===== src/rtl/pc_sequencer.sv =====
// pc_sequencer: holds the fetch PC and sequences it through linear flow,
// jumps, calls and returns. Drives push/pop strobes of the external 16-slot
// PC stack and tracks call depth, since the stack cannot detect over/underflow.
module pc_sequencer #(
   parameter int              AW       = 11,
   parameter int              DEPTH    = 15,
   parameter logic [AW-1:0]   RESET_PC = '0
) (
   input  logic          clk,
   input  logic          rst,
   input  logic          en,
   input  logic          op_jmp,
   input  logic          op_call,
   input  logic          op_ret,
   input  logic          cond_ok,
   input  logic [AW-1:0] target,
   output logic [AW-1:0] pc,
   output logic          pc_valid,
   output logic          stack_wr_en,
   output logic          stack_rd_en,
   output logic [AW-1:0] stack_din,
   input  logic [AW-1:0] stack_dout,
   output logic [3:0]    depth,
   output logic          fault,
   output logic [1:0]    fault_code
);

   localparam logic [3:0] DEPTH_MAX = 4'(DEPTH);
   localparam logic [1:0] CODE_NONE = 2'b00;
   localparam logic [1:0] CODE_OVF  = 2'b01;
   localparam logic [1:0] CODE_UNF  = 2'b10;

   typedef enum logic [1:0] {
      S_RUN      = 2'd0,
      S_RET_LOAD = 2'd1,
      S_FAULT    = 2'd2
   } state_t;

   state_t        state_q;
   logic [AW-1:0] pc_q;
   logic          pc_valid_q;
   logic [3:0]    depth_q;
   logic          fault_q;
   logic [1:0]    fault_code_q;

   logic [AW-1:0] pc_inc_d;
   logic          advance;
   logic          take_jmp;
   logic          take_call;
   logic          take_ret;
   logic          can_push;
   logic          can_pop;

   // Decode the prioritised op (ret > call > jmp) and derive the stack strobes.
   always_comb begin
      pc_inc_d    = pc_q + AW'(1);
      advance     = (state_q == S_RUN) && en;
      take_ret    = advance && cond_ok && op_ret;
      take_call   = advance && cond_ok && op_call && !op_ret;
      take_jmp    = advance && cond_ok && op_jmp && !op_call && !op_ret;
      can_push    = depth_q < DEPTH_MAX;
      can_pop     = depth_q != 4'd0;
      stack_wr_en = take_call && can_push;
      stack_rd_en = take_ret && can_pop;
   end

   // Sequencer FSM: PC, call depth and sticky fault all update here.
   always_ff @(posedge clk) begin
      if (rst) begin
         state_q      <= S_RUN;
         pc_q         <= RESET_PC;
         pc_valid_q   <= 1'b1;
         depth_q      <= 4'd0;
         fault_q      <= 1'b0;
         fault_code_q <= CODE_NONE;
      end else begin
         case (state_q)
            S_RUN: begin
               if (en) begin
                  if (take_ret) begin
                     // PC holds while the popped address is fetched from the stack.
                     pc_valid_q <= 1'b0;
                     if (can_pop) begin
                        depth_q <= depth_q - 4'd1;
                        state_q <= S_RET_LOAD;
                     end else begin
                        fault_q      <= 1'b1;
                        fault_code_q <= CODE_UNF;
                        state_q      <= S_FAULT;
                     end
                  end else if (take_call) begin
                     if (can_push) begin
                        pc_q    <= target;
                        depth_q <= depth_q + 4'd1;
                     end else begin
                        pc_valid_q   <= 1'b0;
                        fault_q      <= 1'b1;
                        fault_code_q <= CODE_OVF;
                        state_q      <= S_FAULT;
                     end
                  end else if (take_jmp) begin
                     pc_q <= target;
                  end else begin
                     pc_q <= pc_inc_d;
                  end
               end
            end
            S_RET_LOAD: begin
               pc_q       <= stack_dout;
               pc_valid_q <= 1'b1;
               state_q    <= S_RUN;
            end
            S_FAULT: begin
               pc_valid_q <= 1'b0;
            end
            default: begin
               pc_valid_q <= 1'b0;
               state_q    <= S_FAULT;
            end
         endcase
      end
   end

   assign pc         = pc_q;
   assign pc_valid   = pc_valid_q;
   assign stack_din  = pc_inc_d;
   assign depth      = depth_q;
   assign fault      = fault_q;
   assign fault_code = fault_code_q;

endmodule


===== config.mk =====
export PLATFORM = sky130hd
export DESIGN_NAME = pc_sequencer
export DESIGN_NICKNAME = d
export VERILOG_FILES = /design/src/rtl/pc_sequencer.sv
export SDC_FILE = /design/constraint.sdc
export NUM_CORES = 1
export LEC_CHECK = 0
export CORE_ASPECT_RATIO = 1.2
export CORE_MARGIN = 2
export CORE_UTILIZATION = 60
export DETAILED_ROUTE_END_ITERATION = 12
export DONT_BUFFER_PORTS = 1
export GPL_TIMING_DRIVEN = 0
export HOLD_SLACK_MARGIN = 0.02
export PLACE_DENSITY_LB_ADDON = 0.25
export SKIP_LAST_GASP = 1
export SYNTH_ARGS = -nofsm -noshare
export SYNTH_HDL_FRONTEND = slang
export SYNTH_SLANG_ARGS = --single-unit

===== constraint.sdc =====
create_clock -name clk -period 4.25 [get_ports clk]
set_input_delay 0.6375 -clock clk [delete_from_list [all_inputs] [get_ports clk]]
set_output_delay 0.6375 -clock clk [all_outputs]
set_load 0.01 [all_outputs]

After elaboration in Yosys (flattened, before gate mapping)
Cells that the tools add are included.

storage, ports and cells
  flip-flop bits (word level) = 21
  input port bits = 29
  output and inout bits = 32

cells by class
  add/subtract/negate cells = 3
  $lt $le $gt $ge = 1
  equal/unequal tests = 10
  mux-type cells = 29
  bitwise gates (word level) = 1
  reduce and logical (&&, ||, !) cells = 22

operators by type and width
  operator                 number
  $mux W11                 5
  $pmux W11 S2             1
  $mux W2                  9
  $mux W4                  4
  $add A11 B1 Y11 const B  1
  $logic_and A1 B1 Y1      10
  $reduce_and A5 Y1        2
  $ne A3 B3 Y1 const B     3
  $mux W1                  8
  $ne A2 B2 Y1 const B     4
  $reduce_and A4 Y1        2
  $pmux W2 S3              1
  $reduce_bool A2 Y1       3
  $add A4 B1 Y4 const B    1
  $lt A4 B4 Y1 const B     1
  $reduce_bool A4 Y1       1
  $sub A4 B1 Y4 const B    1
  $reduce_and A3 Y1        1
  $eq A2 B1 Y1 const B     1
  $eq A2 B2 Y1 const B     1
  $logic_not A1 Y1         2
  $logic_not A2 Y1         1
  $ne A2 B1 Y1 const B     1
  $pmux W1 S2              1
  $not A1 Y1               1

Longest topological paths before layout
Gate-level depths: netlist (run 1).

  word-level depth = 11
  gate-level depth with buffers = 8
  gate-level depth less buffers = 8

Worst setup path before layout (run 1)
OpenSTA, ideal clock, no wires.

  path kind = input-to-reg
  start = in cond_ok
  end = reg depth_q[2], in the netlist depth[2]
  setup time = 0.128 ns
  arrival time = 2.328 ns
  data required time = 4.122 ns
  setup slack = 1.794 ns
  stages = 8
  buffers on the path = 0
  path through = and4bb_2 nand2_1 xnor2_1 ha_1 or4_4 a2111oi_4 xnor2_1 nor2_1

on the way
  word-level cells in the longest chain between the ends = 5
  elaborated cells on any way between the ends = 9
  those cells by class = 1 x eq/ne; 1 x mux; 7 x reduce/logical

RTL lines
  element                              RTL line  text
  start: declaration                   15        input logic cond_ok,
  $logic_and A1 B1 Y1 (*)              58, 59
  $logic_and A1 B1 Y1 (2 in a row)     59        take_call = advance && cond_ok && op_call && !op_ret;
  $reduce_bool A2 Y1 (no source line)  --
  $reduce_and A5 Y1 (no source line)   --
  end signal: assignment               84        depth_q <= depth_q - 4'd1;
  end signal: assignment               94        depth_q <= depth_q + 4'd1;
  end: declaration                     42        logic [3:0] depth_q;

Every way passes the cells marked *; elsewhere a longest branch is shown, timed or not.
A chain may end at the register's enable or synchronous reset.

Final worst setup path (run 1)
  start = reg state_q[1]
  end = reg depth_q[2], in the netlist depth[2]

on the way
  word-level cells in the longest chain between the ends = 7
  elaborated cells on any way between the ends = 11
  those cells by class = 1 x eq/ne; 1 x mux; 9 x reduce/logical

RTL lines
  element                              RTL line  text
  start: declaration                   39        state_t state_q;
  start signal: assignment             70        state_q <= S_RUN;
  start signal: assignment             85        state_q <= S_RET_LOAD;
  start signal: assignment             89        state_q <= S_FAULT;
  $logic_not A2 Y1 (*)                 57, 77
  $logic_and A1 B1 Y1                  57        advance = (state_q == S_RUN) && en;
  $logic_and A1 B1 Y1                  58, 59
  $logic_and A1 B1 Y1 (2 in a row)     59
  $reduce_bool A2 Y1 (no source line)  --
  $reduce_and A5 Y1 (no source line)   --

Marks and branches as above.

==> metrics.txt, run 1 <==
Setup Buffers After CTS=0; maximum VDD drop=0.213 mV; worst slew pin tran=0.556 ns; Final Hold Viols=0; vias in the first global route=1,278; slowest stage delay, CP=0.49 ns; cell family with most CP delay=simple AND/OR/NAND/NOR gates; DRC marker count from the first detailed-route iteration=34; TritonCTS Buffers=3; R2R Setup Slk=1.78 ns; Mean Syn Cell Area=7.99 µm²; HP Start=rst; CTS root buf=clkbuf_4; CP Launch Type=flip-flop; Starting Density=0.645; Min-Delay Endpoint=pc[0]; die area=0.00268 mm²; fin crit share=0.581; total grt overflow=0; r2r endpoint=depth[2]; most frequent cells in the layout=nor2_1 (26), dfxtp_1 (21), a21oi_1 (11), nand2_1 (10), xnor2_1 (9); Critical Path Most Common Cell=xnor2_1; count of cell types in the netlist=44; Lkg Pwr=0.000487 µW; Synth Flop Type=dfxtp_1; sequential fraction of the synthesis area=0.308; FP Rows=18; Critical Path Fanout Max=7; Synth top area share=0.308; minimum clock period=2.47 ns; first-pass GRT wire length=5460 µm; largest net degree at the start of global routing=12; RSZ-0062 raised after global routing=false; setup TNS=0 ns; Final Skew=0.0101 ns; worst-path cell chain=and4bb_2 > nand2_1 > xnor2_1 > ha_1 > or4_4 > a2111oi_4 > xnor2_1 > nor2_1; required time worst endpoint=4.43 ns; kind of critical path=reg -> reg; WHS Path Cells=1; layout net count=207; Clock Latency Late Sink=0.31 ns; FMAX=0.405 GHz; Design Area, Final=0.00143 mm²; Max H-tree Level=1; layout cells sized above 1=0.0971; largest cells by area after synthesis=dfxtp_1 (31%), nor2_1 (7.1%), xnor2_1 (5.8%), a21oi_1 (4.0%), a211oi_1 (3.8%); max cap viols=0; async set or reset register ratio after synthesis=0; CTS Sinks=21; initial antenna violation count=0; reg-to-reg startpoint=state_q[1]; DRC violations left=0; Core ar.=0.00212 mm²; post-cts resize count=0; Post-synth EDFFs=0; WP buf/inv=0; Mapped Cells=171; crit path capture type=flip-flop; DP HPWL=2620 µm; WL final=3470 µm; CTS tree=done; Routed Antenna Nets=0; Worst slew margin=0.626; arrival time worst endpoint=2.65 ns; Worst-path clk slew=0.12 ns; routed wire length per instance=16.9 µm; DR vias/cell=6.43; net count after synthesis=202; chip height=56.3 µm; Filler Cells Inserted=190; final max-slew violation count=0; ant diodes=0; status=complete, no violations; die width=47.6 µm; Post-Syn Area=0.00137 mm²; TritonRoute pass-1 iters=4; CP max stage cell=or4_4; synthesized flop and latch total=21; # port buffers=0; Global Route Usage Sum=0.272; pwr dens=271 mW/mm²; cell taking the most area after synthesis=dfxtp_1; dpl cell area=0.00140 mm²; num ports=61; Hold Path Class=in -> reg; Final Wtd Congestion=0.845; cells on worst reg2reg path=8; Final setup violation count=0; leading cell type in the layout, fill and taps excluded=nor2_1; # hold bufs at CTS=0; Syn-to-layout area delta=4.67%; Via Count=1,319; CTS Buffer Depth=2; Syn. warnings=0
-- sequential cells by signal, summed over array words and instances, names as in the netlist --
signal / count
depth: 4
fault: 1
pc: 11
pc_valid: 1
state_q: 2
fault_code: 2
-- Yosys cell counts, drive strengths merged (3+ instances only) --
library cell and instances:
nand3 5, clkbuf 6, o211ai 5, xnor2 9, dfxtp 21, or3 7
nand4 3, buf 4, a21oi 11, nor2 27, o21ai 4, xor2 3
nand2 10, a211oi 7, o21a 4, nor3 9, mux2i 4
-- worst max path at each step --
stage | cells past startpoint | slack, ns | from | end
finish | 8 | 1.78 | state_q[1] | depth[2]
global route | 8 | 1.62 | state_q[1] | depth[2]
CTS | 8 | 1.79 | state_q[1] | depth[2]
detailed placement | 8 | 1.62 | cond_ok | depth[2]
global placement | 8 | 1.67 | cond_ok | depth[2]
floorplan | 8 | 1.79 | cond_ok | depth[2]
-- cell families (layout without fill, tap and decap cells) --
group	after synthesis	count (layout)	share of synthesized area
DFF	21	21	0.308
buffers and inverters	12	16	0.0366
AOI/OAI and AO/OA	43	43	0.230
xor gates and xnor gates	12	12	0.0769
muxes	6	6	0.0458
adders and majority gates	2	2	0.0183
and+or+nand+nor	75	75	0.285
-- routing by layer --
metal / wire [µm] / part of all wire / vias to the layer above / track usage
li1: - / - / 632 / -
met1: 1390 / 0.40 / 625 / 0.295
met2: 1810 / 0.52 / 56 / 0.492
met3: 222 / 0.064 / 6 / 0.0675
met4: 41 / 0.012 / 0 / 0.0772
met5: 0 / 0 / - / 0
-- cell type report --
class	instances	area [µm²]	share of cell area
Sequential cell	21	420	0.294
Tap cell	30	37.5	0.0262
Clock buffer	4	26.3	0.0184
Inverter	2	7.51	0.00525
Buffer	10	42.5	0.0297
Multi-Input combinational cell	138	896	0.626
-- power breakdown --
part | total [µW] | switching, µW | internal, µW
clock | 99.3 | 62.7 | 36.6
combinational | 67.6 | 40.0 | 27.6
sequential | 221 | 16.2 | 205
total | 388 | 119 | 269
-- through the flow --
stage / setup slack, ns / hold WS, ns / cells / total power, µW / util
floorplan: 1.79 / 0.480 / 171 / 278 / -
global placement: 1.67 / 0.505 / 201 / 290 / 0.663
detailed placement: 1.62 / 0.523 / 201 / 293 / 0.663
CTS: 1.79 / 0.424 / 205 / 388 / 0.676
global route: 1.62 / 0.425 / 205 / 403 / 0.676
finish: 1.78 / 0.425 / 205 / 388 / 0.676
Power figures use the tool's default switching activity.
==> run 2: changes to the inputs <==
==> constraint.sdc (replaced) <==
create_clock -name clk -period 2.5 [get_ports clk]
set_input_delay 0.375 -clock clk [delete_from_list [all_inputs] [get_ports clk]]
set_output_delay 0.375 -clock clk [all_outputs]
set_load 0.01 [all_outputs]
==> metrics.txt, run 2 (synthesis gave the netlist of run 1 again) <==
CTS root buf=clkbuf_4; max reg flops=11; Filler Cells Inserted=186; CTS tree=done; total grt overflow=0; # port buffers=0; R2R Setup Slk=0.15 ns; reg-to-reg startpoint=state_q[0]; initial antenna violation count=0; Syn-to-layout area delta=6.04%; maximum VDD drop=0.359 mV; Final setup violation count=0; first-pass GRT wire length=5460 µm; max cap viols=0; HP Start=rst; vias in the first global route=1,278; DRC violations left=0; Final Skew=0.00648 ns; num ports=61; WL final=3500 µm; chip height=56.3 µm; DR vias/cell=6.39; FMAX=0.426 GHz; CTS Buffer Depth=2; largest net degree at the start of global routing=12; Core ar.=0.00212 mm²; die area=0.00268 mm²; minimum clock period=2.35 ns; status=complete, no violations; FP Rows=18; most frequent cells in the layout=nor2_1 (26), dfxtp_1 (20), a21oi_1 (11), xnor2_1 (9), nand2_1 (9); Hold Path Class=in -> reg; r2r endpoint=depth[2]; crit path capture type=flip-flop; Worst-path clk slew=0.12 ns; layout cells sized above 1=0.119; CP Launch Type=flip-flop; Via Count=1,323; Final Wtd Congestion=0.845; Routed Antenna Nets=0; kind of critical path=reg -> reg; ant diodes=0; Starting Density=0.645; Global Route Usage Sum=0.272; sequential cell area=422 µm²; pwr dens=457 mW/mm²; arrival time worst endpoint=2.53 ns; CTS Sinks=21; Lkg Pwr=0.000499 µW; setup TNS=0 ns; Clock Latency Late Sink=0.31 ns; Critical Path Fanout Max=7; TritonRoute pass-1 iters=4; WHS Path Cells=1; Worst slew margin=0.630; Min-Delay Endpoint=pc[0]; routed wire length per instance=16.9 µm; TritonCTS Buffers=3; Max H-tree Level=1; DP HPWL=2620 µm; # hold bufs at CTS=0; layout net count=209; leading cell type in the layout, fill and taps excluded=nor2_1; Total Power=662 µW; cells on worst reg2reg path=8; required time worst endpoint=2.68 ns; die width=47.6 µm; fin crit share=0.938; worst slew pin tran=0.549 ns; final max-slew violation count=0; RSZ-0062 raised after global routing=false; footprint of the multi-input gates=898 µm²; Final Hold Viols=0; DRC marker count from the first detailed-route iteration=24
-- run 2: per-stage QoR --
step | area, µm² | worst slack [ns] | hold WS, ns | util | instances
finish | 1450 | 0.154 | 0.161 | 0.684 | 207
global route | 1450 | 0.00804 | 0.162 | 0.684 | 207
CTS | 1430 | 0.0383 | 0.161 | 0.676 | 205
detailed placement | 1400 | 0.0680 | 0.490 | 0.663 | 201
global placement | 1400 | 0.138 | 0.485 | 0.663 | 201
floorplan | 1370 | 0.280 | 0.480 | - | 171
-- run 2: routing by layer --
layer,up-vias,part of all wire,GRT usage
met2,65,0.53,0.492
met5,-,0,0
met4,0,0.012,0.0772
li1,637,-,-
met1,615,0.39,0.295
met3,6,0.071,0.0675
-- run 2: power by group --
| group | switching (µW) | internal (µW) | leakage, µW |
|---|---|---|---|
| Sequential | 27.5 | 349 | 0.000171 |
| Combinational | 69.2 | 49.1 | 0.000313 |
| Clock | 105 | 62.3 | 0.0000150 |
-- run 2: worst max path at each step --
| stage | from | end | slack [ns] | cells past startpoint |
|---|---|---|---|---|
| after detailed placement | state_q[1] | depth[2] | 0.07 | 8 |
| after CTS | state_q[1] | depth[2] | 0.04 | 8 |
| after global routing | state_q[0] | depth[2] | 0.008 | 8 |
| after floorplan | state_q[1] | depth[2] | 0.28 | 8 |
| final | state_q[0] | depth[2] | 0.15 | 8 |
| after global placement | state_q[1] | depth[2] | 0.14 | 8 |
-- run 2: worst max-delay path, stage by stage, from the launching register on --
cell and delay [ns]:
dfxtp_1 0.37, and4bb_2 0.35, nand2_2 0.12, xnor2_1 0.16, ha_1 0.21, or4_4 0.49
a2111oi_4 0.32, xnor2_1 0.16, nor2_1 0.06
-- run 2: area by class of cell --
cell class	count	share of cell area
buffer	10	0.0294
timing repair buffer	2	0.0104
multi-input combinational	138	0.620
clock buffer	4	0.0181
tap	30	0.0259
sequential	21	0.291
inverter	2	0.00518
-- run 2: timing repair --
item                                    CTS  global route
endpoints found under the setup margin    0             1
buffers inserted                          0             2
gates resized for setup                   0             2
